[src/rtl/bp_me_wormhole_packet_deserializer.sv]
// Receive endpoint of a ready_and wormhole link: reassembles flits into {payload, len, cord}.
// Optional protocol checking (sticky error_o) is enabled with `define BP_ME_WH_DESER_PROTOCOL_CHECK_EN.
module bp_me_wormhole_packet_deserializer #(
    parameter int flit_width_p        = 16,
    parameter int cord_width_p        = 4,
    parameter int len_width_p         = 2,
    parameter int max_payload_width_p = 40,
    localparam int packet_width_lp    = max_payload_width_p + len_width_p + cord_width_p
) (
    input  logic                       clk_i,
    input  logic                       reset_i,
    input  logic [flit_width_p+1:0]    link_i,
    output logic [flit_width_p+1:0]    link_o,
    output logic [packet_width_lp-1:0] packet_o,
    output logic                       v_o,
    input  logic                       yumi_i,
    output logic                       error_o
);

    localparam int max_flits_lp = (packet_width_lp + flit_width_p - 1) / flit_width_p;
    localparam int max_len_lp   = max_flits_lp - 1;
    localparam int buf_width_lp = max_flits_lp * flit_width_p;
    localparam int cnt_width_lp =
        ((len_width_p > $clog2(max_flits_lp)) ? len_width_p : $clog2(max_flits_lp)) + 1;
    localparam logic [cnt_width_lp-1:0] max_len_c = cnt_width_lp'(max_len_lp);

    typedef enum logic [1:0] {
        e_idle,
        e_recv,
        e_full
    } state_e;

    state_e                    state;
    logic                      ready_r;
    logic                      v_r;
    logic [cnt_width_lp-1:0]   count_r;
    logic [len_width_p-1:0]    len_r;
    logic [buf_width_lp-1:0]   buf_r;

    logic                      flit_v;
    logic [flit_width_p-1:0]   flit_data;
    logic                      flit_accept;
    logic                      hdr_accept;
    logic [len_width_p-1:0]    hdr_len;
    logic [cnt_width_lp-1:0]   hdr_len_ext;
    logic [cnt_width_lp-1:0]   len_ext;

    assign flit_v      = link_i[flit_width_p+1];
    assign flit_data   = link_i[flit_width_p:1];
    assign flit_accept = flit_v & ready_r;
    assign hdr_accept  = flit_accept & (state == e_idle);
    assign hdr_len     = flit_data[cord_width_p +: len_width_p];
    assign hdr_len_ext = cnt_width_lp'(hdr_len);
    assign len_ext     = cnt_width_lp'(len_r);

    // Flits past the buffer's last slot still count toward len but are never stored.
    always_ff @(posedge clk_i) begin
        if (!reset_i) begin
            state   <= e_idle;
            ready_r <= 1'b0;
            v_r     <= 1'b0;
            count_r <= '0;
            len_r   <= '0;
            buf_r   <= '0;
        end else begin
            case (state)
                e_idle: begin
                    ready_r <= 1'b1;
                    if (flit_accept) begin
                        buf_r <= buf_width_lp'(flit_data);
                        len_r <= hdr_len;
                        if (hdr_len == '0) begin
                            state   <= e_full;
                            ready_r <= 1'b0;
                            v_r     <= 1'b1;
                        end else begin
                            count_r <= cnt_width_lp'(1);
                            state   <= e_recv;
                        end
                    end
                end
                e_recv: begin
                    if (flit_accept) begin
                        for (int s = 0; s < max_flits_lp; s++) begin
                            if (count_r == cnt_width_lp'(s)) begin
                                buf_r[s*flit_width_p +: flit_width_p] <= flit_data;
                            end
                        end
                        count_r <= count_r + cnt_width_lp'(1);
                        if (count_r == len_ext) begin
                            state   <= e_full;
                            ready_r <= 1'b0;
                            v_r     <= 1'b1;
                        end
                    end
                end
                e_full: begin
                    if (yumi_i) begin
                        state   <= e_idle;
                        ready_r <= 1'b1;
                        v_r     <= 1'b0;
                        count_r <= '0;
                    end
                end
                default: begin
                    state   <= e_idle;
                    ready_r <= 1'b0;
                    v_r     <= 1'b0;
                end
            endcase
        end
    end

    assign packet_o = buf_r[packet_width_lp-1:0];
    assign v_o      = v_r;
    assign link_o   = {1'b0, {flit_width_p{1'b0}}, ready_r};

    logic unused_signals;
    assign unused_signals = ^{link_i[0], buf_r};

`ifdef BP_ME_WH_DESER_PROTOCOL_CHECK_EN
    logic error_r;

    always_ff @(posedge clk_i) begin
        if (!reset_i) begin
            error_r <= 1'b0;
        end else if ((hdr_accept && (hdr_len_ext > max_len_c)) || (yumi_i && !v_r)) begin
            error_r <= 1'b1;
        end
    end

    assign error_o = error_r;

`ifndef SYNTHESIS
    always_ff @(posedge clk_i) begin
        if (reset_i && hdr_accept) begin
            assert (hdr_len_ext <= max_len_c)
            else $warning("overlong wormhole header: cord=%0h len=%0d",
                          flit_data[cord_width_p-1:0], hdr_len);
        end
    end
`endif
`else
    assign error_o = 1'b0;
`endif

endmodule

[config.mk]
export PLATFORM = sky130hd
export DESIGN_NAME = bp_me_wormhole_packet_deserializer
export DESIGN_NICKNAME = d
export VERILOG_FILES = /design/src/rtl/bp_me_wormhole_packet_deserializer.sv
export SDC_FILE = /design/constraint.sdc
export NUM_CORES = 1
export LEC_CHECK = 0
export ABC_CLOCK_PERIOD_IN_PS = 5300
export BUFFER_PORTS_ARGS = -buffer_cell sky130_fd_sc_hd__buf_2
export CELL_PAD_IN_SITES_DETAIL_PLACEMENT = 0
export CELL_PAD_IN_SITES_GLOBAL_PLACEMENT = 2
export CORE_MARGIN = 3
export CORE_UTILIZATION = 34
export CTS_BUF_LIST = sky130_fd_sc_hd__clkbuf_2 sky130_fd_sc_hd__clkbuf_4 sky130_fd_sc_hd__clkbuf_8
export DETAILED_ROUTE_END_ITERATION = 12
export GPL_TIMING_DRIVEN = 0
export PLACE_DENSITY_LB_ADDON = 0.1
export SYNTH_ARGS = -nofsm -noshare
export SYNTH_HDL_FRONTEND = slang
export SYNTH_SLANG_ARGS = --single-unit
[constraint.sdc]
create_clock -name clk_i -period 5.3 [get_ports clk_i]
set_clock_uncertainty 0.1 [all_clocks]
set_input_delay 0.795 -clock clk_i [delete_from_list [all_inputs] [get_ports clk_i]]
set_output_delay 0.795 -clock clk_i [all_outputs]
set_load 0.1 [all_outputs]
==> flow_summary.ini, run 1 <==
[sta]
setup_viol = 0
fin_crit_sh_pct = 41.03
rsz0062_at_grt = false
period_minus_slack_ns = 2.175
timing.fmax_mhz = 459.8
slew_viol_final = 0
hold_viol_final = 0
tightest_slew_ns = 0.5205
worst_slew_margin_rel_pct = 65.30
fin_setup_tns_ns = 0

[detailed_routing]
postRouteAntennaNets = 0
vias = 1911
routed_wl_um = 6164
dr.pass1.iters = 4
drc = 0
routed_via_density = 4.314
drt_iter0_drc = 44
wire_per_inst_um = 13.91

[pwr]
peakVddDrop_uv = 188.8
p_leak_nw = 1.479
p_per_area_mw_per_mm2 = 502.2

[worst_setup_path]
crit-reg2reg-launch = state[1]$_SDFFE_PN0P_
path_class = reg2out
regToRegEndpoint = buf_r[45]$_SDFFE_PN0P_
end_kind = output port
critPathLaunchType = register
worstPathArrival_ns = 1.28
required_ns = 4.41
r2r_setup_slack_ns = 3.18
critical_path.max_fanout = 5
worstRegToRegCells = 8

[global_routing]
grt_remaining_overflow = 0
first_global_vias = 1836
grtUsageTotal_pct = 14.22
antenna_found_initial = 0
grt_max_degree = 16
grt_pass1_wl_um = 9673

[final_layout]
syn_to_final_growth_pct = 23.37
layout_commonest_cell = buf_2
finish.instance_area_mm2 = 0.003283
final_layout_size_suffix_gt1_share_pct = 33.14
final_nets = 372
antenna_cells = 0
final_cell_mix = buf_2 (68), dfxtp_1 (55), mux2i_1 (48), nor2b_1 (48), buf_4 (23)
finalNonFillerCells = 443
fill_cells = 768

[synthesis]
synth_compound_area_share_pct = 7.616
syn_area_mm2 = 0.002661
synth_edf_count = 0
synth_cell_types = 37
synth_cells = 253
ys.flop_type = dfxtp_1
synth-simple-area-share_pct = 19.28
yosys_warnings = 0
async_flop_share_pct = 0
synth.mux.area_fraction_pct = 18.05
synth-seq-area-share_pct = 41.37
synth_top_family_by_area = simple AND/OR/NAND/NOR gates
synthXorXnorAreaFrac_pct = 0.6582
ys_ff_latch = 55
syn_area_per_cell_um2 = 10.52
synthAdderAreaFrac_pct = 3.761

[floorplanning]
ios = 87
die_h_um = 94.47
die_w_um = 94.47
start_util_pct = 35.92
coreArea_mm2 = 0.007408
num_rows = 31
fp.dieArea_mm2 = 0.008925

[outcome]
status = finished, final reports clean

[place]
dp.cells = 435
portBuffers = 66
gp_congestion = 0.7500
placed_area_mm2 = 0.003179
hpwl_um = 4531

[worst_hold_path]
hp-class = reg2reg
hold_start = v_o$_SDFFE_PN0P_
hold_depth = 2
holdPathEnd = v_o$_SDFFE_PN0P_

[clock_tree]
cts_sinks = 55
holdBufCountCts = 0
ctsResizeCount = 0
cts_tree = done
post_cts_buffers = 0
cts_max_level = 2
cts_buffers = 5
clk_path_buf_depth = 2
worstSkewPairLatency_ns = 0.31
clk_pin_slew_worst_paths_ns = 0.09
root_buffer = clkbuf_8

[job]
max_cap_violations = 0
[area by class of cell]
| cell class | instances | area (µm²) | share of cell area (%) |
|---|---|---|---|
| buffer | 32 | 224.0 | 6.822 |
| clock buffer | 8 | 103.9 | 3.163 |
| inverter | 5 | 18.77 | 0.5716 |
| multi-input combinational | 178 | 1381 | 42.07 |
| sequential | 55 | 1101 | 33.54 |
| tap | 99 | 123.9 | 3.773 |
| timing repair buffer | 66 | 330.3 | 10.06 |
[registers in the layout (all words and copies together) (netlist names)]
register	flops
v_o	1
count_r	3
state	2
len_r	2
buf_r	46
ready_r	1
[power breakdown]
part           switching [W]  leakage [nW]  internal [W]
registers          0.0000385         0.446      0.000465
clock network       0.000136        0.0549      0.000125
logic               0.000611         0.978      0.000273
total               0.000786          1.48      0.000863
[kinds of logic (layout without fill, tap and decap cells)]
group / count (synthesis) / count (layout)
adder cells (fa/ha/maj): 8 / 8
AO/OA/AOI/OAI: 21 / 21
AND/OR/NAND/NOR: 81 / 81
other: 1 / 18
XOR/XNOR: 2 / 2
multiplexers: 48 / 48
flip-flops: 55 / 55
buffers and inverters: 37 / 111
[Yosys cell counts, types with 2 or more instances]
master    count  area share, %
o41ai_2       2            1.2
and3_1        2           0.47
mux2i_1      48             18
o21a_1        3           0.85
inv_1         5           0.71
a21oi_2       2           0.66
buf_4        23            6.5
o21ai_0       2           0.38
and2_1       15            3.5
nand3b_1      3           0.85
dfxtp_1      55             41
buf_2         2           0.38
nor2b_1      48             11
buf_6         2           0.85
a21oi_4       2            1.2
xor2_1        2           0.66
nand2_1       4           0.56
clkbuf_1      5           0.71
ha_1          8            3.8
nor2_1        2           0.28
nand3_1       2           0.38
[layer usage]
metal / track usage (%) / wire (µm) / vias up / share of wire (%)
li1: - / - / 988 / -
met1: 20.14 / 3126 / 860 / 51
met2: 21.04 / 2547 / 58 / 41
met3: 4.303 / 453 / 5 / 7.3
met4: 3.606 / 38 / 0 / 0.62
met5: 0 / 0 / - / 0
[stage by stage]
step                power (W)  setup WS (ns)  util [%]  hold WS (ns)
floorplan            0.001261          3.214         -        0.3721
global placement     0.001405          2.984     42.92        0.3818
detailed placement   0.001404          3.002     42.92        0.3839
CTS                  0.001670          3.108     44.32        0.4089
global route         0.001744          2.959     44.32        0.4458
finish               0.001649          3.125     44.32        0.4024
[how the worst max path moves through the flow]
| stage | endpoint | slack (ns) | startpoint | depth (start not counted) |
|---|---|---|---|---|
| 3_5_place_dp | ready_r$_SDFFE_PN0P_ | 3.00 | link_i[17] | 5 |
| 6_report | link_o[0] | 3.13 | ready_r$_SDFFE_PN0P_ | 2 |
| 5_1_grt | buf_r[41]$_SDFFE_PN0P_ | 2.96 | state[1]$_SDFFE_PN0P_ | 8 |
| 4_1_cts | link_o[0] | 3.11 | ready_r$_SDFFE_PN0P_ | 2 |
| 3_3_place_gp | state[1]$_SDFFE_PN0P_ | 2.98 | link_i[17] | 5 |
| 2_1_floorplan | count_r[2]$_SDFFE_PN0P_ | 3.21 | yumi_i | 5 |
[critical path, cell delays in order, from the launching register on]
cell,delay (ns)
dfxtp_1,0.43
buf_4,0.14
buf_2,0.41
No activity file was read; power rests on OpenSTA's default activity.
==> run 2, diff against run 1 <==
--- a/config.mk
+++ b/config.mk
@@ -5,12 +5,12 @@
 export SDC_FILE = /design/constraint.sdc
 export NUM_CORES = 1
 export LEC_CHECK = 0
-export ABC_CLOCK_PERIOD_IN_PS = 5300
+export ABC_CLOCK_PERIOD_IN_PS = 2160
 export BUFFER_PORTS_ARGS = -buffer_cell sky130_fd_sc_hd__buf_2
 export CELL_PAD_IN_SITES_DETAIL_PLACEMENT = 0
 export CELL_PAD_IN_SITES_GLOBAL_PLACEMENT = 2
 export CORE_MARGIN = 3
-export CORE_UTILIZATION = 34
+export CORE_UTILIZATION = 32
 export CTS_BUF_LIST = sky130_fd_sc_hd__clkbuf_2 sky130_fd_sc_hd__clkbuf_4 sky130_fd_sc_hd__clkbuf_8
 export DETAILED_ROUTE_END_ITERATION = 12
 export GPL_TIMING_DRIVEN = 0
==> constraint.sdc (replaced) <==
create_clock -name clk_i -period 2.16 [get_ports clk_i]
set_clock_uncertainty 0.1 [all_clocks]
set_input_delay 0.324 -clock clk_i [delete_from_list [all_inputs] [get_ports clk_i]]
set_output_delay 0.324 -clock clk_i [all_outputs]
set_load 0.1 [all_outputs]
==> run 2 against run 1 <==
  * First-iteration DRC count decreased by 43%
  * Global-route usage is 0.33 points lower
  * Clock power increased by 120%
  * Die area grew 5.9%
  * Non-clock buffer count grew 3
  * Sequential share of layout area is 0.23 points lower
  * Routed wire length rose by 5.3%
  * Largest cell class unchanged
  * Highest routed layer unchanged
==> flow_summary.ini, run 2 (synthesis results as in run 1) <==
[sta]
worst_slew_margin_rel_pct = 64.11
setup_viol = 0
hold_viol_final = 0
timing.fmax_mhz = 484.7
fin_crit_sh_pct = 95.51
period_minus_slack_ns = 2.063
worst_slack_ns = 0.09700
slew_viol_final = 0
tightest_slew_ns = 0.5383
whs_ns = 0.1756
rsz0062_at_grt = false

[final_layout]
layout_commonest_cell = buf_2
largest_reg_flops = 46
multi_input_area_mm2 = 0.001391
syn_to_final_growth_pct = 24.35
final_nets = 375
final_cell_mix = buf_2 (68), dfxtp_1 (54), mux2i_1 (48), nor2b_1 (48), buf_4 (24)
reg_top3 = buf_r (46), count_r (3)
antenna_cells = 0
final_layout_size_suffix_gt1_share_pct = 34.10
largest-register = buf_r
fill_cells = 808
regArea_mm2 = 0.001102

[place]
hpwl_um = 4715
gp_congestion = 0.7376
post-place-ws_ns = -0.02706
portBuffers = 66

[worst_setup_path]
critical_path.max_fanout = 5
regToRegEndpoint = count_r[2]$_SDFFE_PN0P_
end_kind = register
crit-reg2reg-launch = state[0]$_SDFFE_PN0P_
crit_path_start = state[0]$_SDFFE_PN0P_
required_ns = 2.25
critPathLaunchType = register
r2r_setup_slack_ns = 0.1
worstRegToRegCells = 7
path_class = reg2reg
worstPathArrival_ns = 2.15

[floorplanning]
coreArea_mm2 = 0.007888
die_h_um = 97.20
start_util_pct = 33.74
ios = 87
die_w_um = 97.20
num_rows = 32
fp.dieArea_mm2 = 0.009447

[global_routing]
first_global_vias = 1970
antenna_found_initial = 0
grt_max_degree = 18
grtUsageTotal_pct = 13.88
grt_remaining_overflow = 0
grt_pass1_wl_um = 10560

[pwr]
clockPowerShare_pct = 14.1
p_comb_share_pct = 55.5
p_switching_w = 0.001987
p_per_area_mw_per_mm2 = 1231
p_seq_share_pct = 30.4
peakVddDrop_uv = 903.6
power.internal_w = 0.002087
p_leak_nw = 1.482
swShare_pct = 48.77

[worst_hold_path]
holdPathEnd = buf_r[3]$_SDFFE_PN0P_
hp-class = in2reg
hold_depth = 3
hold_start = link_i[4]

[clock_tree]
cts_buffers = 5
clk_path_buf_depth = 2
cts_tree = done
worstSkewPairLatency_ns = 0.30
cts_max_level = 2
root_buffer = clkbuf_8
clk_pin_slew_worst_paths_ns = 0.10
cts_sinks = 55

[detailed_routing]
vias = 1962
routed_via_density = 4.379
dr.pass1.iters = 4
postRouteAntennaNets = 0
wire_per_inst_um = 14.48
drt_iter0_drc = 25
drc = 0
routed_wl_um = 6489

[job]
max_cap_violations = 0

[outcome]
status = finished, final reports clean
-- run 2: cell type report --
type / count / area share, %
Timing Repair Buffer: 69 / 10.66
Clock inverter: 2 / 0.4915
Tap cell: 102 / 3.856
Multi-Input combinational cell: 178 / 42.04
Sequential cell: 55 / 33.31
Inverter: 5 / 0.5671
Buffer: 32 / 6.994
Clock buffer: 5 / 2.079
-- run 2: how the worst max path moves through the flow --
stage	to	slack (ns)	cells after the start
after floorplan	count_r[2]$_SDFFE_PN0P_	0.21	7
after global placement	buf_r[40]$_SDFFE_PN0P_	-0.01	8
after detailed placement	buf_r[40]$_SDFFE_PN0P_	-0.03	8
after CTS	count_r[2]$_SDFFE_PN0P_	0.04	7
after global routing	count_r[2]$_SDFFE_PN0P_	0.01	7
final	count_r[2]$_SDFFE_PN0P_	0.1	7
-- run 2: critical path, cell delays in order (launching register included) --
cell and delay [ns]:
dfxtp_2 0.37, inv_1 0.07, ha_1 0.27, and2b_1 0.23
or4_4 0.52, buf_6 0.15, o211ai_2 0.16, o41ai_2 0.08
-- run 2: metal layers --
metal	wire (µm)	vias to the layer above	GRT usage, %	share of wire [%]
met1	3000	907	18.19	46
li1	-	994	-	-
met3	450	4	4.738	6.9
met5	0	-	0	0
met2	2986	57	22.19	46
met4	52	0	2.916	0.80
-- run 2: stage by stage --
stage	setup TNS, ns	utilization, %	cell area, µm²	total power (W)	std cells
global placement	-0.03729	40.36	3183	0.003472	438
finish	0	41.96	3309	0.004073	448
CTS	0	41.67	3287	0.004096	446
global route	0	41.96	3309	0.004321	448
detailed placement	-0.1490	40.36	3183	0.003472	438
floorplan	0	-	2725	0.003094	270
-- run 2: timing repair --
action	in CTS	in global routing
setup endpoints to repair	18	15
gates resized for setup	2	3
pin swaps	1	1
buffers inserted	1	2
hold buffers	0	0
-- run 2: power by group through the flow --
stage               Sequential (W)  Clock (W)  Combinational [W]
finish                     0.00124   0.000574            0.00226
global route               0.00126   0.000633            0.00243
CTS                        0.00123   0.000608            0.00225
detailed placement         0.00126          0            0.00221
global placement           0.00126          0            0.00221
floorplan                  0.00181          0            0.00128
